**src/rtl/gfx_cmd_engine_pkg.sv**
```systemverilog
// Shared definitions for the screen-RAM block-command engine:
// opcodes, FSM state encoding and default screen geometry.
package gfx_cmd_engine_pkg;

  // Host opcodes
  localparam logic [7:0] CMD_NOP       = 8'h00;
  localparam logic [7:0] CMD_CLEAR     = 8'h01;
  localparam logic [7:0] CMD_FILL_FROM = 8'h02;
  localparam logic [7:0] CMD_CLR_ROW   = 8'h03;
  localparam logic [7:0] CMD_SCROLL    = 8'h04;

  // Default geometry, also used by the scan-out controllers
  localparam int DEF_ADDR_W    = 16;
  localparam int DEF_ROW_BYTES = 80;
  localparam int DEF_ROWS      = 60;
  localparam int DEF_RD_LAT    = 1;

  // Engine FSM states
  typedef enum logic [2:0] {
    ST_IDLE    = 3'd0,
    ST_ROWCALC = 3'd1,
    ST_FILL    = 3'd2,
    ST_SC_RD   = 3'd3,
    ST_SC_WAIT = 3'd4,
    ST_SC_WR   = 3'd5,
    ST_DONE    = 3'd6
  } state_t;

endpackage

```
**src/rtl/gfx_cmd_engine.sv**
```systemverilog
// Block-command engine on screen RAM port A: clear, fill-from-cursor,
// clear-row and scroll-up over the character/bitmap buffer.
//
// Handshake: request is level-sampled every clk and is accepted only in
// IDLE; cmd/fill_val/user_addr are captured on that same edge. active is
// high from the next clk until the DONE clk (engine owns port A), and done
// pulses for exactly one clk. Requests seen while not IDLE are dropped.
module gfx_cmd_engine
  import gfx_cmd_engine_pkg::*;
#(
  parameter int ADDR_W    = DEF_ADDR_W,
  parameter int ROW_BYTES = DEF_ROW_BYTES,
  parameter int ROWS      = DEF_ROWS,
  parameter int RD_LAT    = DEF_RD_LAT
) (
  input  logic              clk,
  input  logic              rst,
  input  logic [7:0]        cmd,
  input  logic [7:0]        fill_val,
  input  logic              request,
  input  logic [ADDR_W-1:0] user_addr,
  output logic [ADDR_W-1:0] mem_addr,
  output logic [7:0]        mem_wdata,
  output logic              mem_wren,
  input  logic [7:0]        mem_rdata,
  output logic              active,
  output logic              done,
  output logic              err,
  output state_t            dbg_state
);

  localparam int                SCREEN_BYTES = ROW_BYTES * ROWS;
  localparam logic [ADDR_W:0]   SB_EXT       = (ADDR_W+1)'(SCREEN_BYTES);
  localparam logic [ADDR_W-1:0] RB_A         = ADDR_W'(ROW_BYTES);
  localparam logic [ADDR_W-1:0] LAST_A       = ADDR_W'(SCREEN_BYTES - 1);
  localparam logic [ADDR_W-1:0] LAST_ROW_A   = ADDR_W'(SCREEN_BYTES - ROW_BYTES);
  localparam logic [ADDR_W-1:0] LAST_COPY    = ADDR_W'(SCREEN_BYTES - ROW_BYTES - 1);
  localparam logic [1:0]        WAIT_INIT    = 2'((RD_LAT >= 2) ? (RD_LAT - 2) : 0);

  state_t            state, state_n;
  logic [ADDR_W-1:0] addr_q;   // registered port A address
  logic [ADDR_W-1:0] end_q;    // last address of the current fill run (inclusive)
  logic [ADDR_W-1:0] idx_q;    // scroll destination index
  logic [ADDR_W-1:0] rem_q;    // cursor remainder during row search
  logic [ADDR_W-1:0] base_q;   // row base accumulated during row search
  logic [7:0]        fill_q;
  logic [1:0]        wait_q;
  logic              err_q;
  logic              addr_ok;

  assign addr_ok = {1'b0, user_addr} < SB_EXT;

  // Next-state logic
  always_comb begin
    state_n = state;
    unique case (state)
      ST_IDLE: begin
        if (request) begin
          case (cmd)
            CMD_NOP:       state_n = ST_DONE;
            CMD_CLEAR:     state_n = ST_FILL;
            CMD_FILL_FROM: state_n = addr_ok ? ST_FILL : ST_DONE;
            CMD_CLR_ROW:   state_n = addr_ok ? ST_ROWCALC : ST_DONE;
            CMD_SCROLL:    state_n = ST_SC_RD;
            default:       state_n = ST_DONE;
          endcase
        end
      end
      ST_ROWCALC: if (rem_q < RB_A) state_n = ST_FILL;
      ST_FILL:    if (addr_q == end_q) state_n = ST_DONE;
      ST_SC_RD:   state_n = (RD_LAT > 1) ? ST_SC_WAIT : ST_SC_WR;
      ST_SC_WAIT: if (wait_q == 2'd0) state_n = ST_SC_WR;
      ST_SC_WR:   state_n = (idx_q == LAST_COPY) ? ST_FILL : ST_SC_RD;
      ST_DONE:    state_n = ST_IDLE;
      default:    state_n = ST_IDLE;
    endcase
  end

  // State register
  always_ff @(posedge clk) begin
    if (rst) state <= ST_IDLE;
    else     state <= state_n;
  end

  // Datapath: command capture, row search, address sequencing, error flag
  always_ff @(posedge clk) begin
    if (rst) begin
      addr_q <= '0;
      end_q  <= '0;
      idx_q  <= '0;
      rem_q  <= '0;
      base_q <= '0;
      fill_q <= '0;
      wait_q <= '0;
      err_q  <= 1'b0;
    end else begin
      unique case (state)
        ST_IDLE: begin
          if (request) begin
            fill_q <= fill_val;
            err_q  <= 1'b0;
            case (cmd)
              CMD_NOP: ;
              CMD_CLEAR: begin
                addr_q <= '0;
                end_q  <= LAST_A;
              end
              CMD_FILL_FROM: begin
                if (addr_ok) begin
                  addr_q <= user_addr;
                  end_q  <= LAST_A;
                end else begin
                  err_q <= 1'b1;
                end
              end
              CMD_CLR_ROW: begin
                if (addr_ok) begin
                  rem_q  <= user_addr;
                  base_q <= '0;
                end else begin
                  err_q <= 1'b1;
                end
              end
              CMD_SCROLL: begin
                idx_q  <= '0;
                addr_q <= RB_A;
              end
              default: err_q <= 1'b1;
            endcase
          end
        end
        ST_ROWCALC: begin
          // Repeated subtraction replaces a divider; at most ROWS steps.
          if (rem_q >= RB_A) begin
            rem_q  <= rem_q - RB_A;
            base_q <= base_q + RB_A;
          end else begin
            addr_q <= base_q;
            end_q  <= base_q + RB_A - ADDR_W'(1);
          end
        end
        ST_FILL: begin
          if (addr_q != end_q) addr_q <= addr_q + ADDR_W'(1);
        end
        ST_SC_RD: begin
          wait_q <= WAIT_INIT;
          if (state_n == ST_SC_WR) addr_q <= idx_q;
        end
        ST_SC_WAIT: begin
          if (wait_q != 2'd0) wait_q <= wait_q - 2'd1;
          if (state_n == ST_SC_WR) addr_q <= idx_q;
        end
        ST_SC_WR: begin
          if (idx_q == LAST_COPY) begin
            addr_q <= LAST_ROW_A;
            end_q  <= LAST_A;
          end else begin
            idx_q  <= idx_q + ADDR_W'(1);
            addr_q <= idx_q + RB_A + ADDR_W'(1);
          end
        end
        default: ;
      endcase
    end
  end

  // Port A drive: write enable is dropped combinationally by rst so a
  // reset mid-command never lands one more write.
  assign mem_addr  = addr_q;
  assign mem_wren  = ((state == ST_FILL) || (state == ST_SC_WR)) && !rst;
  assign mem_wdata = (state == ST_SC_WR) ? mem_rdata : fill_q;
  assign active    = (state != ST_IDLE) && (state != ST_DONE);
  assign done      = (state == ST_DONE);
  assign err       = err_q;
  assign dbg_state = state;

endmodule

```
**config.mk**
```make
export PLATFORM = sky130hd
export DESIGN_NAME = gfx_cmd_engine
export DESIGN_NICKNAME = d
export VERILOG_FILES = /design/src/rtl/gfx_cmd_engine_pkg.sv /design/src/rtl/gfx_cmd_engine.sv
export SDC_FILE = /design/constraint.sdc
export NUM_CORES = 1
export LEC_CHECK = 0
export ABC_AREA = 1
export BUFFER_PORTS_ARGS = -buffer_cell sky130_fd_sc_hd__buf_2
export CAP_MARGIN = 10
export CORE_MARGIN = 2
export CORE_UTILIZATION = 45
export CTS_CLUSTER_DIAMETER = 40
export DETAILED_ROUTE_END_ITERATION = 12
export GPL_ROUTABILITY_DRIVEN = 0
export PLACE_DENSITY = 0.63
export SKIP_CTS_REPAIR_TIMING = 1
export SLEW_MARGIN = 20
export SYNTH_ARGS = -nofsm -noshare
export SYNTH_HDL_FRONTEND = slang
export SYNTH_SLANG_ARGS = --single-unit
```
**constraint.sdc**
```tcl
create_clock -name clk -period 2.2 [get_ports clk]
set_input_delay 0.22 -clock clk [delete_from_list [all_inputs] [get_ports clk]]
set_output_delay 0.22 -clock clk [all_outputs]
set_load 0.02 [all_outputs]
```
## Yosys cells after proc, flatten, opt, wreduce, memory -nomap -nowiden

Index checks and enable logic that the tools add are counted.

| cells by class | value |
|---|---|
| $add $sub $neg | 8 |
| $mul | 0 |
| divide/modulo/power cells | 0 |
| magnitude comparators | 3 |
| equality and inequality tests | 29 |
| shifts and indexed selects | 0 |
| multiplexer cells | 41 |
| bitwise gates (word level) | 0 |
| reduce and logical (&&, ||, !) cells | 23 |

Operator list:

| cell | count |
|---|---|
| two-way mux 16 bit | 20 |
| case mux 16 bit (2 select lines) | 4 |
| case mux 16 bit (3 select lines) | 2 |
| case mux 16 bit (5 select lines) | 1 |
| adder 16 x 1 -> 16 bit (second input constant) | 3 |
| adder 16 x 7 -> 16 bit (second input constant) | 2 |
| two-way mux 3 bit | 6 |
| != test 2 bit (second input constant) | 9 |
| case mux 3 bit (6 select lines) | 1 |
| equality test 16 x 13 -> 1 bit (second input constant) | 1 |
| equality test 16 bit | 1 |
| equality test 8 x 2 -> 1 bit (second input constant) | 2 |
| greater-or-equal comparator 16 x 7 -> 1 bit (second input constant) | 1 |
| less-than comparator 16 x 13 -> 1 bit (second input constant) | 1 |
| less-than comparator 16 x 7 -> 1 bit (second input constant) | 1 |
| != test 16 bit | 1 |
| subtractor 16 x 1 -> 16 bit (second input constant) | 1 |
| subtractor 16 x 7 -> 16 bit (second input constant) | 1 |
| equality test 3 bit (second input constant) | 4 |
| case mux 3 bit (4 select lines) | 1 |
| equality test 8 x 1 -> 1 bit (second input constant) | 1 |
| equality test 8 x 3 -> 1 bit (second input constant) | 1 |
| logical NOT 8 bit | 1 |
| two-way mux 8 bit | 1 |
| 26 further kinds | 37 |

| word-level totals | value |
|---|---|
| register bits | 94 |
| latch bits | 0 |
| bits in writable memories | 0 |
| bits in read-only memories | 0 |
| input port bits | 43 |
| output and inout port bits | 31 |
| word-level logic and storage cells | 113 |
| memories kept | 0 |

## Longest topological paths before layout

| logic depth | value |
|---|---|
| depth in word-level cells | 8 |
| mapped depth | 15 |
| depth with buffers taken out | 14 |

## Worst setup path before layout

Ideal clock, no wire load.

| path | value |
|---|---|
| path kind | register to output |
| start point | register state[0], in the netlist dbg_state[0] |
| end point | output port mem_wdata[0] |
| arrival | 1652 ps |
| required time | 1980 ps |
| setup slack | 328 ps |
| stages on the path, launching flop included | 9 |
| cell sequence | dfxtp_1 -> inv_2 -> nor2_2 -> nand2_2 -> inv_2 -> buf_2 -> buf_2 -> nand2_1 -> o21ai_0 |

| on the way | value |
|---|---|
| longest elaborated chain between the ends | 2 |

Ends and longest elaborated chain:

| element | line | source |
|---|---|---|
| from (decl) | gfx_cmd_engine.sv:40 | `state_t state, state_n;` |
| from (signal assigned) | gfx_cmd_engine.sv:82 | `else state <= state_n;` |
| equality test 3 bit | gfx_cmd_engine.sv:171 | `assign mem_wdata = (state == ST_SC_WR) ? mem_rdata : fill_q;` |
| two-way mux 8 bit | gfx_cmd_engine.sv:171 |  |
| to (decl) | gfx_cmd_engine.sv:23 | `output logic [7:0] mem_wdata,` |

No other way between the ends.

## Final worst setup path

| path | value |
|---|---|
| start point | register state[1], in the netlist dbg_state[1] |
| end point | register addr_q[1], in the netlist mem_addr[1] |

| on the way | value |
|---|---|
| longest elaborated chain between the ends | 5 |
| elaborated cells on any way between the ends | 22 |

Ends and longest elaborated chain:

| element | line | source |
|---|---|---|
| equality test 3 bit (tied with other cells) | gfx_cmd_engine.sv:56, gfx_cmd_engine.sv:97 |  |
| case mux 3 bit (6 select lines) | gfx_cmd_engine.sv:56 | `unique case (state)` |
| equality test 3 bit | gfx_cmd_engine.sv:147, gfx_cmd_engine.sv:151 |  |
| != test 2 x 1 -> 1 bit (no line) | -- |  |
| AND reduction 7 bit (no line) | -- |  |
| to (signal assigned) | gfx_cmd_engine.sv:147 | `if (state_n == ST_SC_WR) addr_q <= idx_q;` |
| to (signal assigned) | gfx_cmd_engine.sv:151 | `if (state_n == ST_SC_WR) addr_q <= idx_q;` |
| to (signal assigned) | gfx_cmd_engine.sv:159 | `addr_q <= idx_q + RB_A + ADDR_W'(1);` |
| to (decl) | gfx_cmd_engine.sv:41 | `logic [ADDR_W-1:0] addr_q;` |

Parallel ways exist; a longest one is shown, timed or not.
A chain may end at the register's enable or synchronous reset.

==> results.cfg <==
[critical_path]
worst_setup_path_end_kind = flop
worstPathCellList = nand3_1 -> inv_2 -> nor3_2 -> nand2_1 -> inv_2 -> a21oi_1 -> nand3_1 -> nand2_1 -> nor2_1
crit_family = simple AND/OR/NAND/NOR gates
setup.worst_path.class = reg2reg
timing.critical_path.buf_inv = 2
timing.critical_path.slowest_cell_delay_ns = 0.47
crit_fanout = 9
cp.arrival_ns = 2.36
critical_path_start_type = flop
worst_ep_required_time_ns = 2.45
crit_slowest_cell = sky130_fd_sc_hd__dfxtp_1

[global_route]
grt_start_max_net_pins = 33
first_global_vias = 6177
grt_use_total_pct = 27.9
grt_remaining_overflow = 0
grt_pass1_wl_mm = 32.3
initial_antenna_violation_count = 0

[sta]
fin_tns_setup_ns = 0
clock-skew-final_ns = 0.00891
finalHoldWorstSlack_ns = 0.144
setup_repair_after_global_routing_missed_its_margin = false
timing.final.crit_period_ns = 2.11
timing_max_transition_violations_final = 0
achievable-frequency_ghz = 0.474
final-hold-violation-count = 0
max_slew_margin_pct = 57.6
final_min_period_over_clock_period_pct = 95.9
final-setup-viol-count = 0
tightestPinTransition_ns = 0.635

[power_and_ir_drop]
power.density_cell_area_mw_per_mm2 = 928
leakage_nw = 3.54
power.ir.vdd_worst_mv = 0.376

[synthesis]
yosys_warnings = 0
postSynthRegisterBits = 88
async_reset_ff_share_pct = 0
synth.cells.most_frequent = sky130_fd_sc_hd__nand2_1, sky130_fd_sc_hd__nor2_1, sky130_fd_sc_hd__inv_1
synth_top_area_cell = sky130_fd_sc_hd__dfxtp_1
synthesis.area_per_instance_um2 = 6.18
netlist_top_cells_area = sky130_fd_sc_hd__dfxtp_1, sky130_fd_sc_hd__nand2_1, sky130_fd_sc_hd__nor2_1
syn-instance-count = 1030
syn_area_mm2 = 0.00637
post_synth_num_cell_types = 48
syn-num-nets = 1080
synth_seq_area_share_pct = 27.7
post-synth-top-area-fraction_pct = 27.7
yosys_most_used_dff = sky130_fd_sc_hd__dfxtp_1
yosysMostFrequentCell = sky130_fd_sc_hd__nand2_1
synth-edff-count = 0

[clocking]
cts_tree = yes
clk_pin_slew_worst_paths_ns = 0.06
clk-insertion-delay-late_ns = 0.36
cts_root_buffer = sky130_fd_sc_hd__clkbuf_16
cts_buffers = 9
clock_sinks = 88
cts_buffer_depth = 2
clock_tree.htree_level_count = 3

[floorplan]
floorplan.initialDensity_pct = 46.0
design.portCount = 74
dieArea_mm2 = 0.0151
placement_rows = 43
floorplan.core_area_mm2 = 0.0138
die_width_um = 123
die_height_um = 123

[status]
run_status = complete, no violations

[cells_and_area]
num-fill-cells = 1418
final_layout_size_suffix_gt1_share_pct = 18.0
n_antenna_cell = 0
design.final.nets = 1165
syn_to_final_growth_pct = 17.1

[placement]
portBuffers = 73
dp_hpwl_mm = 16.0

[route]
post_drt_via_cell_ratio = 5.40
drt-wirelength-per-cell_um = 15.9
drtPass1Iterations = 6
dr_total_vias = 7022
finalWirelength_mm = 20.7
route.detailed.drc = 0
final_antenna_violating_net_count = 0
dr.first_iter.drc_count = 692

[hold_path]
holdCritPathClass = in2reg

[job]
max-cap-violations = 0
worst paths after layout:
path,slack (ns),end,depth (start not counted),from
worst min-delay path,0.14,fill_q[6],3,fill_val[6]
worst max-delay path,0.09,mem_addr[1],9,dbg_state[1]
worst max register to register,0.09,mem_addr[1],9,dbg_state[1]
worst min register to register,0.45,fill_q[2],2,fill_q[2]
per-layer routing:
layer / GRT usage [%] / up-vias / part of all wire (%)
li1: - / 3550 / -
met1: 39.2 / 3146 / 46
met2: 43.1 / 287 / 44
met3: 4.06 / 39 / 7.3
met4: 11.0 / 0 / 2.5
met5: 0 / - / 0
sequential cells by signal, summed over array words and instances (netlist names):
name	cells
idx_q	16
mem_addr	16
rem_q	16
end_q	14
base_q	12
fill_q	8
dbg_state	3
wait_q	2
err	1
layout by cell type, fill, tap and decap left out, drive strengths merged, types with 11 or more instances in the layout:
master,synthesis,layout
nand2,265,265
clkbuf,11,11
xor2,20,20
nor3,26,26
a21oi,74,74
nand3,90,90
buf,24,109
inv,127,127
nor2,143,143
o21ai,58,58
nand4,37,37
dfxtp,88,88
through the flow:
step / cells / setup slack (ns) / total power, mW / utilization [%] / cell area, um^2
floorplan: 1030 / 0.328 / 4.03 / - / 6370
global placement: 1279 / 0.131 / 5.01 / 50.9 / 7030
detailed placement: 1279 / 0.152 / 5.01 / 50.9 / 7030
CTS: 1295 / 0.0860 / 6.86 / 53.4 / 7390
global route: 1300 / 0.00496 / 7.31 / 53.9 / 7460
finish: 1300 / 0.0900 / 6.92 / 53.9 / 7460
cell type report:
type,instances,area [um^2],area share [%]
Timing Repair Buffer,109,664,8.91
Clock buffer,11,253,3.39
Inverter,128,483,6.48
Multi-Input combinational cell,779,3970,53.2
Clock inverter,5,103,1.38
Tap cell,180,225,3.02
Sequential cell,88,1760,23.6
power breakdown:
group	internal, mW	total [mW]	leakage (nW)	switching [mW]
Sequential	1.85	2.18	0.716	0.328
Clock	1.17	1.84	0.172	0.675
Combinational	1.01	2.90	2.65	1.89
worst min-delay path, cell delays in order:
cell                      delay, ns
sky130_fd_sc_hd__buf_2         0.07
sky130_fd_sc_hd__o21ai_0       0.07
sky130_fd_sc_hd__a21oi_1       0.10
cells by family (layout without fill, tap and decap cells):
| family | after synthesis | after routing | synth area share (%) |
|---|---|---|---|
| flip-flops | 88 | 88 | 27.7 |
| multiplexers | 2 | 2 | 0.314 |
| AND/OR/NAND/NOR | 572 | 572 | 41.1 |
| buffers and inverters | 163 | 253 | 10.2 |
| AO/OA/AOI/OAI | 171 | 171 | 15.6 |
| adder cells (fa/ha/maj) | 7 | 7 | 1.38 |
| XOR/XNOR | 27 | 27 | 3.71 |
Note: power is estimated with default switching activity, not from simulation.
